## config.mk

```make
export PLATFORM = sky130hd
export DESIGN_NAME = alu_seq
export DESIGN_NICKNAME = d
export VERILOG_FILES = /design/src/rtl/alu_seq.sv
export SDC_FILE = /design/constraint.sdc
export NUM_CORES = 1
export LEC_CHECK = 0
export CAP_MARGIN = 20
export CORE_UTILIZATION = 56
export DETAILED_ROUTE_END_ITERATION = 16
export MAX_ROUTING_LAYER = met4
export PLACE_DENSITY = 0.78
export SETUP_SLACK_MARGIN = 0.05
export SYNTH_ARGS = -nofsm -noshare
export SYNTH_HDL_FRONTEND = slang
export SYNTH_SLANG_ARGS = --single-unit
```

## constraint.sdc

```tcl
create_clock -name clk -period 4.7 [get_ports clk]
set_input_delay 0.94 -clock clk [delete_from_list [all_inputs] [get_ports clk]]
set_output_delay 0.94 -clock clk [all_outputs]
set_load 0.1 [all_outputs]
```

## src/rtl/alu_seq.sv

```systemverilog
// alu_seq: registered WIDTH-bit ALU with a start/done handshake.
// Single-cycle ops (OR, ADD, AND, NOT, SUB, XOR, SHL) complete on the start
// edge. MUL is a WIDTH-cycle shift-add unsigned multiply; busy is high while it runs.
//
// Ports:
//   clk, reset          rising-edge clock, synchronous active-high reset
//   start, op, a, b, cin request and operands, sampled only while busy=0
//   busy                multiply in progress
//   done                one-cycle completion pulse
//   result, result_hi   low word / high product word (high word is 0 for non-MUL ops)
//   carry, zero, negative, overflow  status flags of the last completed op
module alu_seq #(
  parameter int unsigned WIDTH = 8
) (
  input  logic             clk,
  input  logic             reset,
  input  logic             start,
  input  logic [2:0]       op,
  input  logic [WIDTH-1:0] a,
  input  logic [WIDTH-1:0] b,
  input  logic             cin,
  output logic             busy,
  output logic             done,
  output logic [WIDTH-1:0] result,
  output logic [WIDTH-1:0] result_hi,
  output logic             carry,
  output logic             zero,
  output logic             negative,
  output logic             overflow
);

  localparam int unsigned CW = $clog2(WIDTH);

  typedef enum logic { IDLE, MUL } state_t;

  typedef enum logic [2:0] {
    OP_OR  = 3'b000,
    OP_ADD = 3'b001,
    OP_AND = 3'b010,
    OP_NOT = 3'b011,
    OP_SUB = 3'b100,
    OP_XOR = 3'b101,
    OP_SHL = 3'b110,
    OP_MUL = 3'b111
  } op_t;

  state_t             state, state_nx;
  logic [CW-1:0]      cnt;
  logic [2*WIDTH-1:0] mcand;
  logic [WIDTH-1:0]   mplier;
  logic [2*WIDTH-1:0] acc;
  logic [2*WIDTH-1:0] acc_nx;
  logic               last_bit;

  logic [WIDTH:0]     sum;
  logic [WIDTH-1:0]   op_res;
  logic               op_c;
  logic               op_v;

  // Single-cycle datapath
  always_comb begin
    sum    = '0;
    op_res = '0;
    op_c   = 1'b0;
    op_v   = 1'b0;
    case (op_t'(op))
      OP_OR:  op_res = a | b;
      OP_ADD: begin
        sum    = {1'b0, a} + {1'b0, b} + {{WIDTH{1'b0}}, cin};
        op_res = sum[WIDTH-1:0];
        op_c   = sum[WIDTH];
        op_v   = (a[WIDTH-1] == b[WIDTH-1]) && (op_res[WIDTH-1] != a[WIDTH-1]);
      end
      OP_AND: op_res = a & b;
      OP_NOT: op_res = ~a;
      OP_SUB: begin
        // Carry out of a + ~b + 1 is the no-borrow flag.
        sum    = {1'b0, a} + {1'b0, ~b} + {{WIDTH{1'b0}}, 1'b1};
        op_res = sum[WIDTH-1:0];
        op_c   = sum[WIDTH];
        op_v   = (a[WIDTH-1] != b[WIDTH-1]) && (op_res[WIDTH-1] != a[WIDTH-1]);
      end
      OP_XOR: op_res = a ^ b;
      OP_SHL: begin
        op_res = {a[WIDTH-2:0], 1'b0};
        op_c   = a[WIDTH-1];
      end
      default: ;
    endcase
  end

  // The multiplicand shifts left and the multiplier shifts right each step,
  // so the current multiplier bit is always mplier[0].
  always_comb begin
    acc_nx   = acc + (mplier[0] ? mcand : '0);
    last_bit = (cnt == CW'(WIDTH - 1));
  end

  always_comb begin
    state_nx = state;
    busy     = (state == MUL);
    case (state)
      IDLE: if (start && (op_t'(op) == OP_MUL)) state_nx = MUL;
      MUL:  if (last_bit) state_nx = IDLE;
      default: state_nx = IDLE;
    endcase
  end

  always_ff @(posedge clk) begin
    if (reset) begin
      state     <= IDLE;
      cnt       <= '0;
      mcand     <= '0;
      mplier    <= '0;
      acc       <= '0;
      done      <= 1'b0;
      result    <= '0;
      result_hi <= '0;
      carry     <= 1'b0;
      zero      <= 1'b0;
      negative  <= 1'b0;
      overflow  <= 1'b0;
    end else begin
      state <= state_nx;
      done  <= 1'b0;
      if (state == IDLE) begin
        if (start) begin
          if (op_t'(op) == OP_MUL) begin
            mcand  <= {{WIDTH{1'b0}}, a};
            mplier <= b;
            acc    <= '0;
            cnt    <= '0;
          end else begin
            result    <= op_res;
            result_hi <= '0;
            carry     <= op_c;
            overflow  <= op_v;
            zero      <= (op_res == '0);
            negative  <= op_res[WIDTH-1];
            done      <= 1'b1;
          end
        end
      end else begin
        acc    <= acc_nx;
        mcand  <= mcand << 1;
        mplier <= mplier >> 1;
        cnt    <= cnt + CW'(1);
        if (last_bit) begin
          cnt       <= '0;
          result    <= acc_nx[WIDTH-1:0];
          result_hi <= acc_nx[2*WIDTH-1:WIDTH];
          carry     <= |acc_nx[2*WIDTH-1:WIDTH];
          zero      <= (acc_nx == '0);
          negative  <= acc_nx[2*WIDTH-1];
          overflow  <= 1'b0;
          done      <= 1'b1;
        end
      end
    end
  end

endmodule

```

==> impl_summary.md <==
Run status
The run finished with clean final reports.

Logic synthesis
The number of distinct standard cells referenced by the synthesized netlist is 67. The post-synthesis sequential area ratio is between 20% and 30%. After synthesis, the share of flip-flops with an asynchronous set or reset is 0%. The number of enable-type register cells in the synthesized netlist is 0. Synthesis inferred 65 register bits. The net count after synthesis is a little over 700.

The dominant synthesized flop cell is dfxtp_1. The synthesized netlist occupies a cell area of 4810 um2. The synthesized area divided by synthesized cell count is between 7 and 8 um2. The cell count after synthesis is approximately 640. The number of warnings issued by yosys is 0.

Cells and area
The share of cells above drive strength 1 is about 7.5%. Relative to the synthesized area, the layout overhead comes to 14.5%. The final cell area excluding filler cells is around 5500 um2. The top cell types in the final layout, fill and taps aside, are nor2_1, a21oi_1, dfxtp_1.

The number of antenna diodes in the final layout is 0. Cells fill roughly two thirds of the core in the end. The filler cell count is 740.

Leaving out fill and tap cells, the most frequent cell in the layout is nor2_1. The net count of the finished layout is ~730.

Global route
The first global-routing pass estimated 22300 um of wire. The number of antenna violations at the first check in global routing is 0. The number of global-route vias before repair is ~4400. The largest net degree at the start of global routing is 67. The overall global routing resource usage is approximately 33%. The remaining global-route overflow is 0.

Power and ir drop
The power share of the clock group is around two fifths. The part of the power in registers is between 30% and 40%. In this run the power spent charging and discharging nets is 0.000483 W. In this run the power density over the cells is 266 nW/um2. The switching part of the total is approximately a third.

Combinational logic is responsible for a little under a quarter of the overall power. The standby leakage power is approximately 2.4 nW. Cell internal power was estimated by the tool at roughly 0.00098 W. The total power after layout is about 0.0015 W. The peak ir drop on the vdd network is 270 uV.

STA
Setup repair after global routing left no endpoint under its margin. The worst clock skew is slightly below 0.02 ns. Static timing analysis puts the maximum clock frequency at between 200 and 300 MHz. The worst-case hold slack is around 0.46 ns. Summed over all failing endpoints, the final setup total negative slack is 0 ns. The clock period minus worst slack is approximately 3.8 ns. The max-slew violation count came to 0. For the pin with the worst max-slew slack, the measured transition is roughly 1.0 ns. Setup violations remaining at the end of the flow were counted as 0.

The worst pin sits at a relative slew slack of 33.2%. The share of the clock period used by the worst path is 81.6%. The number of hold violations in the final report is 0.

Worst hold path
The worst-case hold path end point is result_hi[4]. The path class of the tightest hold or removal check is register to register. In this run the most critical hold path is launched from result_hi[4]. Counting instances, the worst hold path has a depth of 2.

Clock network
Counting along the longest clock path gives a buffer depth of 2. The buffer count from post-CTS setup fixing is 0. The number of levels the H-tree was split into is 3.

The clock latency on the worst-skew pair is around 0.35 ns. Gates resized during post-CTS repair numbered 0. The tree built by TritonCTS fans out to 65 sinks. The clock tree root buffer cell is clkbuf_8. Clock-pin slew was measured on the worst setup and hold paths at 0.10 ns.

After clock tree synthesis, the flow added hold-fix buffers numbering 0. The CTS tree is done. The total CTS buffers is 9.

Placed design
The number of buffer cells added on primary ports is 44. Summing all placed instances gives a cell area of between 5000 and 6000 um2. The final weighted congestion of routability-driven global placement is a little under 1.

After legalization and detailed placement, the total HPWL measured 10100 um.

Worst setup path
In this run the critical register-to-register path is captured at zero. For this run, the slowest stage of the critical path takes approximately 0.58 ns. The critical path goes through and2_1 > ha_1 > fa_1 > a21oi_2 > o2111ai_2 > a311o_2 > a21o_1 > a21oi_2 > xnor2_1 > or4_4 > o41ai_2. The maximum fanout along the worst path is 17. For flop-to-flop paths, the worst setup slack is 0.87 ns.

Data arrives at the worst endpoint at between 4 and 5 ns. The capturing element type of the critical path is a register. The slowest stage of the critical path belongs to the cell or4_4. The worst register-to-register path has a depth of 11. The critical path starts at mplier[0].

In this run the critical register-to-register path is launched from mplier[0]. The cell that appears most often on the critical path is a21oi_2. The critical path in this run is classified as register to register.

The data required time at the worst endpoint is 4.94 ns. STA classifies the critical path startpoint as a register.

Drt
The post-detailed-route DRC marker count is 0. For this run, the detailed router's first-pass iteration total came to 6. The via total after detailed routing is ~4800. In this run the remaining antenna-violating nets after routing total 0. In this run, the number of DRC markers left after iteration 0 of detailed routing was 412. After detailed routing, the number of vias per cell comes to ~6.2. The final layout contains routed wiring with a total length of around 14000 um. The average wire length per cell after detail routing is ~18 um.

Run
The count of maximum capacitance violations is 0.

Floorplan
The floorplan die width is 94.6 um. The total core area is approximately 8300 um2. The height of the die is 94.6 um.

The initial core utilization is 58.2%. The floorplan step defined a die boundary enclosing between 8000 and 9000 um2. The total number of placement rows is 33. In this run the count of I/O pins placed on the die edge is 45.
## synth_stat cells, types with 9 or more instances
cell / instances / area [um2]
nand3_1: 17 / 85.1
dfxtp_1: 65 / 1300
nand2b_1: 9 / 56.3
nor2_1: 100 / 375
nor3_1: 10 / 50.1
nand2_1: 40 / 150
xnor2_1: 10 / 87.6
clkbuf_1: 31 / 116
and2_1: 18 / 113
o21ai_0: 29 / 145
a21oi_1: 83 / 415
inv_1: 34 / 128
ha_1: 41 / 513
and3_1: 17 / 106
a31oi_1: 9 / 56.3
## power by group through the flow
stage                     combinational, W  sequential (W)  clock [W]
after floorplan                   0.000164        0.000651          0
after global placement            0.000321        0.000585          0
after detailed placement          0.000325        0.000586          0
after CTS                         0.000327        0.000573   0.000562
after global routing              0.000356        0.000575   0.000583
final                             0.000332        0.000573   0.000558
## critical path, delay by kind of cell (launching register included)
family	cells	cell delay, ns
DFF	1	0.49
and+or+nand+nor	2	0.85
xor gates and xnor gates	1	0.14
adders and majority gates	2	0.65
AOI/OAI and AO/OA	6	1.59
## per-layer routing
layer	share of wire, %	GRT usage [%]
met3	7.3	6.52
met1	48	45.3
met2	44	50.4
met5	0	-
met4	1.3	7.95
## area by class of cell
class                      instances  area [um2]  share of cell area (%)
timing repair buffer              53         503                    9.14
sequential                        65        1300                    23.7
inverter                          34         128                    2.32
tap                              105         131                    2.39
multi-input combinational        501        3220                    58.4
clock inverter                     7         100                    1.82
clock buffer                       9         124                    2.25
## worst max-delay path by stage
stage | endpoint | depth (start not counted)
floorplan | zero | 12
global placement | carry | 13
detailed placement | carry | 13
CTS | zero | 11
global route | zero | 11
finish | zero | 11
## logic make-up (layout without fill, tap and decap cells)
logic type               Yosys count  after routing  synth area share, %
buffers and inverters             73            103                 6.01
adder cells (fa/ha/maj)           45             45                 12.3
flip-flops                        65             65                 27.1
XOR/XNOR                          15             15                 2.73
AND/OR/NAND/NOR                  241            241                 24.1
AO/OA/AOI/OAI                    190            190                 25.0
multiplexers                      10             10                 2.76
## metrics by stage
step	setup slack, ns	instances
CTS	0.891	774
detailed placement	0.731	758
floorplan	1.34	639
finish	0.866	774
global placement	0.792	758
global route	0.682	774
## sequential cells by signal, indices dropped and copies added (netlist names)
| name | flops |
|---|---|
| acc | 16 |
| busy | 1 |
| carry | 1 |
| cnt | 3 |
| done | 1 |
| mcand | 16 |
| mplier | 8 |
| negative | 1 |
| overflow | 1 |
| result | 8 |
| result_hi | 8 |
| zero | 1 |
No activity file was read; power rests on OpenSTA's default activity.
